<file path="src/rtl/cover_toggle_collector.sv">
// Toggle-coverage collector: captures per-bit toggle events into a pending bitmap,
// serialises them lowest-index first through a fall-through FIFO onto a valid/ready port.
module cover_toggle_collector #(
    parameter int unsigned     WIDTH       = 7,
    parameter longint unsigned COVER_INDEX = 0,
    parameter longint unsigned COVER_TOTAL = 28338,
    parameter int unsigned     FIFO_DEPTH  = 4,
    parameter bit              FIRST_ONLY  = 1'b1
) (
    input  logic                       clock,
    input  logic                       reset_n,
    input  logic [WIDTH-1:0]           valid,
    input  logic                       enable,
    input  logic                       clear,
    output logic                       rpt_valid,
    input  logic                       rpt_ready,
    output logic [63:0]                rpt_index,
    output logic [$clog2(WIDTH+1)-1:0] hit_count,
    output logic                       all_hit,
    output logic [15:0]                drop_count
);

    localparam int unsigned CNTW = $clog2(WIDTH + 1);
    localparam int unsigned SELW = (WIDTH > 1) ? $clog2(WIDTH) : 1;
    localparam int unsigned AW   = $clog2(FIFO_DEPTH);
    localparam int unsigned PW   = AW + 1;

`ifndef SYNTHESIS
    if (COVER_INDEX + 64'(WIDTH) > COVER_TOTAL) begin : g_index_range_check
        $error("cover_toggle_collector: COVER_INDEX+WIDTH exceeds COVER_TOTAL");
    end
`endif

    logic [WIDTH-1:0] valid_q, valid_d;
    logic [WIDTH-1:0] pending_q, pending_d;
    logic [WIDTH-1:0] hit_q, hit_d;
    logic [SELW-1:0]  mem_q [FIFO_DEPTH];
    logic [PW-1:0]    wr_ptr_q, rd_ptr_q;
    logic [CNTW-1:0]  hit_count_q, hit_count_d;
    logic [15:0]      drop_count_q, drop_count_d;

    logic [SELW-1:0]  sel;
    logic             any_pend;
    logic [PW-1:0]    fifo_count;
    logic             fifo_full;
    logic             pop;
    logic             push;
    logic [WIDTH-1:0] drain_mask;
    logic [WIDTH-1:0] set_vec;
    logic [WIDTH-1:0] merge_vec;
    logic [CNTW-1:0]  merge_cnt;
    logic [16:0]      drop_sum;
    logic             new_hit;

    // Lowest-index pending bit wins the single drain slot each cycle.
    always_comb begin
        sel      = '0;
        any_pend = |pending_q;
        for (int i = int'(WIDTH) - 1; i >= 0; i--) begin
            if (pending_q[i]) sel = SELW'(i);
        end
    end

    always_comb begin
        fifo_count = wr_ptr_q - rd_ptr_q;
        fifo_full  = (fifo_count == PW'(FIFO_DEPTH));
        rpt_valid  = (wr_ptr_q != rd_ptr_q);
        pop        = rpt_valid & rpt_ready;
        push       = any_pend & (~fifo_full | pop);
        drain_mask = push ? (WIDTH'(1) << sel) : '0;
        rpt_index  = rpt_valid ? (COVER_INDEX + 64'(mem_q[rd_ptr_q[AW-1:0]])) : 64'd0;
    end

    // Sticky mode ignores bits already hit or queued; counting mode merges repeats.
    always_comb begin
        valid_d   = enable ? valid : '0;
        set_vec   = '0;
        merge_vec = '0;
        if (FIRST_ONLY) begin
            set_vec = valid_q & ~hit_q & ~pending_q;
        end else begin
            set_vec   = valid_q;
            merge_vec = valid_q & pending_q & ~drain_mask;
        end
        pending_d = (pending_q & ~drain_mask) | set_vec;
        hit_d     = hit_q | drain_mask;
        new_hit   = push & ((drain_mask & ~hit_q) != '0);
        hit_count_d = hit_count_q + CNTW'(new_hit);
        merge_cnt = '0;
        for (int i = 0; i < int'(WIDTH); i++) begin
            merge_cnt = merge_cnt + CNTW'(merge_vec[i]);
        end
        drop_sum     = {1'b0, drop_count_q} + 17'(merge_cnt);
        drop_count_d = drop_sum[16] ? 16'hFFFF : drop_sum[15:0];
    end

    always_ff @(posedge clock or negedge reset_n) begin
        if (!reset_n) begin
            valid_q      <= '0;
            pending_q    <= '0;
            hit_q        <= '0;
            wr_ptr_q     <= '0;
            rd_ptr_q     <= '0;
            hit_count_q  <= '0;
            drop_count_q <= '0;
            for (int i = 0; i < int'(FIFO_DEPTH); i++) mem_q[i] <= '0;
        end else if (clear) begin
            valid_q      <= '0;
            pending_q    <= '0;
            hit_q        <= '0;
            wr_ptr_q     <= '0;
            rd_ptr_q     <= '0;
            hit_count_q  <= '0;
            drop_count_q <= '0;
        end else begin
            valid_q      <= valid_d;
            pending_q    <= pending_d;
            hit_q        <= hit_d;
            hit_count_q  <= hit_count_d;
            drop_count_q <= drop_count_d;
            if (push) begin
                mem_q[wr_ptr_q[AW-1:0]] <= sel;
                wr_ptr_q                <= wr_ptr_q + PW'(1);
            end
            if (pop) rd_ptr_q <= rd_ptr_q + PW'(1);
        end
    end

    assign hit_count  = hit_count_q;
    assign drop_count = drop_count_q;
    assign all_hit    = (hit_count_q == CNTW'(WIDTH));

endmodule
</file>
<file path="config.mk">
export PLATFORM = sky130hd
export DESIGN_NAME = cover_toggle_collector
export DESIGN_NICKNAME = d
export VERILOG_FILES = /design/src/rtl/cover_toggle_collector.sv
export SDC_FILE = /design/constraint.sdc
export NUM_CORES = 1
export LEC_CHECK = 0
export CORE_MARGIN = 4
export CORE_UTILIZATION = 35
export DETAILED_ROUTE_END_ITERATION = 6
export DONT_BUFFER_PORTS = 1
export HOLD_SLACK_MARGIN = 0.12
export SLEW_MARGIN = 25
export SYNTH_ARGS = -nofsm -noshare
export SYNTH_HDL_FRONTEND = slang
export SYNTH_SLANG_ARGS = --single-unit
</file>
<file path="constraint.sdc">
create_clock -name clock -period 2.66 [get_ports clock]
set_input_delay 0.266 -clock clock [delete_from_list [all_inputs] [get_ports clock]]
set_output_delay 0.266 -clock clock [all_outputs]
set_load 0.005 [all_outputs]
</file>
==> impl_metrics.py <==
metrics = {
    "cts": {
        "clk_pin_slew_ns": 0.09,
        "cts_buffer_depth": 2,
        "cts.sinks": 42,
        "h-tree-depth": 2,
        "tritoncts": "done",
        "cts_buffers": 5,
        "clk_latency_ns": 0.30,
        "clock-root-buffer": "clkbuf_8",
    },
    "final_layout": {
        "drive_gt1_share_pct": 13.3,
        "synthToLayoutAreaGrowth_pct": 2.10,
        "fin_cells": 378,
        "num-nets-final": 299,
        "final_cell_mix": "conb_1, dfrtp_1, a21oi_1, and2_1, mux2_2",
        "antenna_cells": 0,
        "final_common_cell": "conb_1",
    },
    "sta": {
        "worst_slew_pin_slew_ns": 0.832,
        "setup_viol": 0,
        "slew_headroom_pct": 44.3,
        "slew_violations": 0,
        "max_clock_freq_mhz": 411,
        "grt_setup_unrepaired": "no",
        "timing.final.crit_share_pct": 91.5,
        "skew_ns": 0.0144,
        "setup_tns_ns": 0,
        "fin_crit_ns": 2.43,
        "finalHoldViolations": 0,
    },
    "power_and_ir_drop": {
        "ir_drop_mv": 0.416,
        "seq_power_share_pct": 46.1,
        "combPwrFrac_pct": 31.0,
        "p_switching_uw": 605,
        "internal-power_uw": 1210,
        "p_clk_share_pct": 22.9,
        "p_per_area_mw_per_mm2": 664,
        "switching_share_pct": 33.3,
        "leakagePower_uw": 0.00132,
    },
    "synthesis": {
        "synth_cell_types": 40,
        "ys.flop_type": "dfrtp_1",
        "postSynthAreaPerCell_um2": 10.2,
        "ys_warn_count": 0,
        "syn_area_mm2": 0.00268,
        "ys_seq_elements": 42,
        "synth-edff-count": 0,
        "synth-async-reset-ratio_pct": 100,
        "synth_top_area_share_pct": 39.3,
        "yosys-top-cells-area": "dfrtp_1, buf_4, mux2_2",
        "syn_inst": 261,
        "yosys.area.top_type": "dfrtp_1",
        "ys_seq_area_share_pct": 39.3,
    },
    "die": {
        "fp.dieW_um": 95.4,
        "die-area_mm2": 0.00911,
        "io_pins": 97,
        "die_h_um": 95.4,
        "initial_core_util_pct": 36.5,
        "design.core.area_mm2": 0.00733,
        "std_cell_rows": 31,
    },
    "worst_setup_path": {
        "worst_path_largest_cell_delay_ns": 0.51,
        "regToRegStartpoint": "rd_ptr_q[0]",
        "critPathCaptureType": "register",
        "path_cells": "ha_1 -> nor2b_1 -> and2_1 -> o211ai_4 -> nand4b_1 -> o221ai_1 -> ha_1 -> ha_1 -> nor2b_1",
        "required_ns": 2.80,
        "reg2reg_depth": 9,
        "critPathLaunchType": "register",
        "crit_path_top_delay_cell": "dfrtp_1",
        "endpoint": "hit_count[1]",
        "path_max_fanout": 8,
        "critical_path_class": "reg -> reg",
        "r2r-end": "hit_count[1]",
        "ff2ff_setup_slack_ns": 0.23,
        "crit_path_frequent_cell": "ha_1",
        "cp.arrival_ns": 2.57,
        "cp-startpoint": "rd_ptr_q[0]",
    },
    "grt": {
        "met2_usage_pct": 18.1,
        "grt_pass1_wl_mm": 7.78,
        "first_global_vias": 1600,
        "grt_util_all_layers_pct": 10.9,
        "grt_remaining_overflow": 0,
        "use_met1_pct": 14.0,
        "grt_max_degree": 43,
        "busiest_layer": "met2",
        "use_met3_pct": 2.21,
        "antenna_found_initial": 0,
    },
    "placed_design": {
        "portBuffers": 0,
        "hpwl_mm": 3.62,
        "place_inst": 360,
        "place_congestion": 0.842,
    },
    "routing": {
        "via_count": 1662,
        "drtIter0Drc": 70,
        "routed_wl_mm": 4.83,
        "post-route-drc-count": 0,
        "avgViaCountPerCell": 4.40,
        "first_pass_iters": 4,
        "post_drt_wl_per_cell_um": 12.8,
        "final_antenna_net_count": 0,
    },
    "outcome": {
        "outcome": "finished clean",
    },
    "job": {
        "maxCapViolations": 0,
    },
    "worst_hold_path": {
        "hp-class": "in -> reg",
    },
}
==> cells by family (layout without fill, tap and decap cells) <==
kind of cell	Yosys count	in the layout	synth area share [%]
AND/OR/NAND/NOR	61	61	14.1
XOR/XNOR	4	4	1.31
buffers and inverters	92	34	23.8
flip-flops	42	42	39.3
adder cells (fa/ha/maj)	9	9	4.21
other	1	77	0.140
AO/OA/AOI/OAI	35	35	8.79
multiplexers	17	17	8.37
==> Yosys cell counts, drive strengths merged (2+ instances only) <==
cell and n:
and2 13, mux4 3, xnor2 2, a211oi 2, buf 79, nand4b 5, nor2 12, a311oi 3
nand2 4, a21oi 18, nor2b 5, nand2b 2, nor3 4, o21ai 2, inv 10, o22ai 2
nand4 3, nand3 9, mux2 13, clkbuf 3, ha 9, xor2 2, dfrtp 42
==> final cells by class <==
class / instances / area (µm²)
multi-input combinational: 203 / 1270
clock inverter: 1 / 5.00
fill: 726 / 4600
clock buffer: 7 / 86.3
sequential: 42 / 1050
timing repair buffer: 16 / 155
inverter: 10 / 37.5
tap: 99 / 124
==> metal layers <==
| layer | wire length [µm] | up-vias | share of wire (%) |
|---|---|---|---|
| li1 | - | 772 | - |
| met1 | 1950 | 806 | 40 |
| met2 | 2400 | 75 | 50 |
| met3 | 373 | 9 | 7.7 |
| met4 | 102 | 0 | 2.1 |
| met5 | 0 | - | 0 |
==> metrics by stage <==
step           setup slack, ns  hold slack (ns)  total power (µW)  cell area, µm²  util (%)
2_1_floorplan            0.408          -0.0296              1340            2960         -
6_report                 0.227            0.135              1810            2730      37.3
3_5_place_dp             0.294          -0.0286              1380            2530      34.5
5_1_grt                 0.0646            0.161              1950            2730      37.3
4_1_cts                  0.221            0.133              1830            2730      37.3
3_3_place_gp             0.372          -0.0281              1370            2530      34.5
==> registers in the layout, indices dropped and copies added (netlist names) <==
signal	cells
hit_q	7
pending_q	7
mem_q	12
rd_ptr_q	3
valid_q	7
hit_count	3
wr_ptr_q	3
==> worst min-delay path by stage <==
stage | start | endpoint | slack (ns) | cells past startpoint
finish | rpt_ready | rd_ptr_q[1] | 0.14 | 2
global route | rpt_ready | rd_ptr_q[1] | 0.16 | 2
CTS | rpt_ready | rd_ptr_q[1] | 0.13 | 2
detailed placement | reset_n | hit_count[0] | -0.03 | 0
global placement | reset_n | mem_q[3] | -0.03 | 0
floorplan | reset_n | hit_count[0] | -0.03 | 0
==> timing repair <==
action,4_1_cts,5_1_grt
hold endpoints to repair,70,0
gates resized for setup,0,0
buffers inserted,0,0
hold buffers,10,0
endpoints found under the setup margin,0,0
==> worst max-delay path, delay by kind of cell, from the launching register on <==
| family | cells | cell delay (ns) |
|---|---|---|
| adder cells (fa/ha/maj) | 3 | 0.63 |
| AND/OR/NAND/NOR | 4 | 0.66 |
| flip-flops | 1 | 0.51 |
| AO/OA/AOI/OAI | 2 | 0.48 |
==> power groups by stage <==
stage          logic, µW  clock network, µW  registers (µW)
3_5_place_dp         529                  0             850
2_1_floorplan        517                  0             819
6_report             563                415             836
4_1_cts              565                429             837
3_3_place_gp         527                  0             846
5_1_grt              643                460             850
Note: power is estimated with default switching activity, not from simulation.
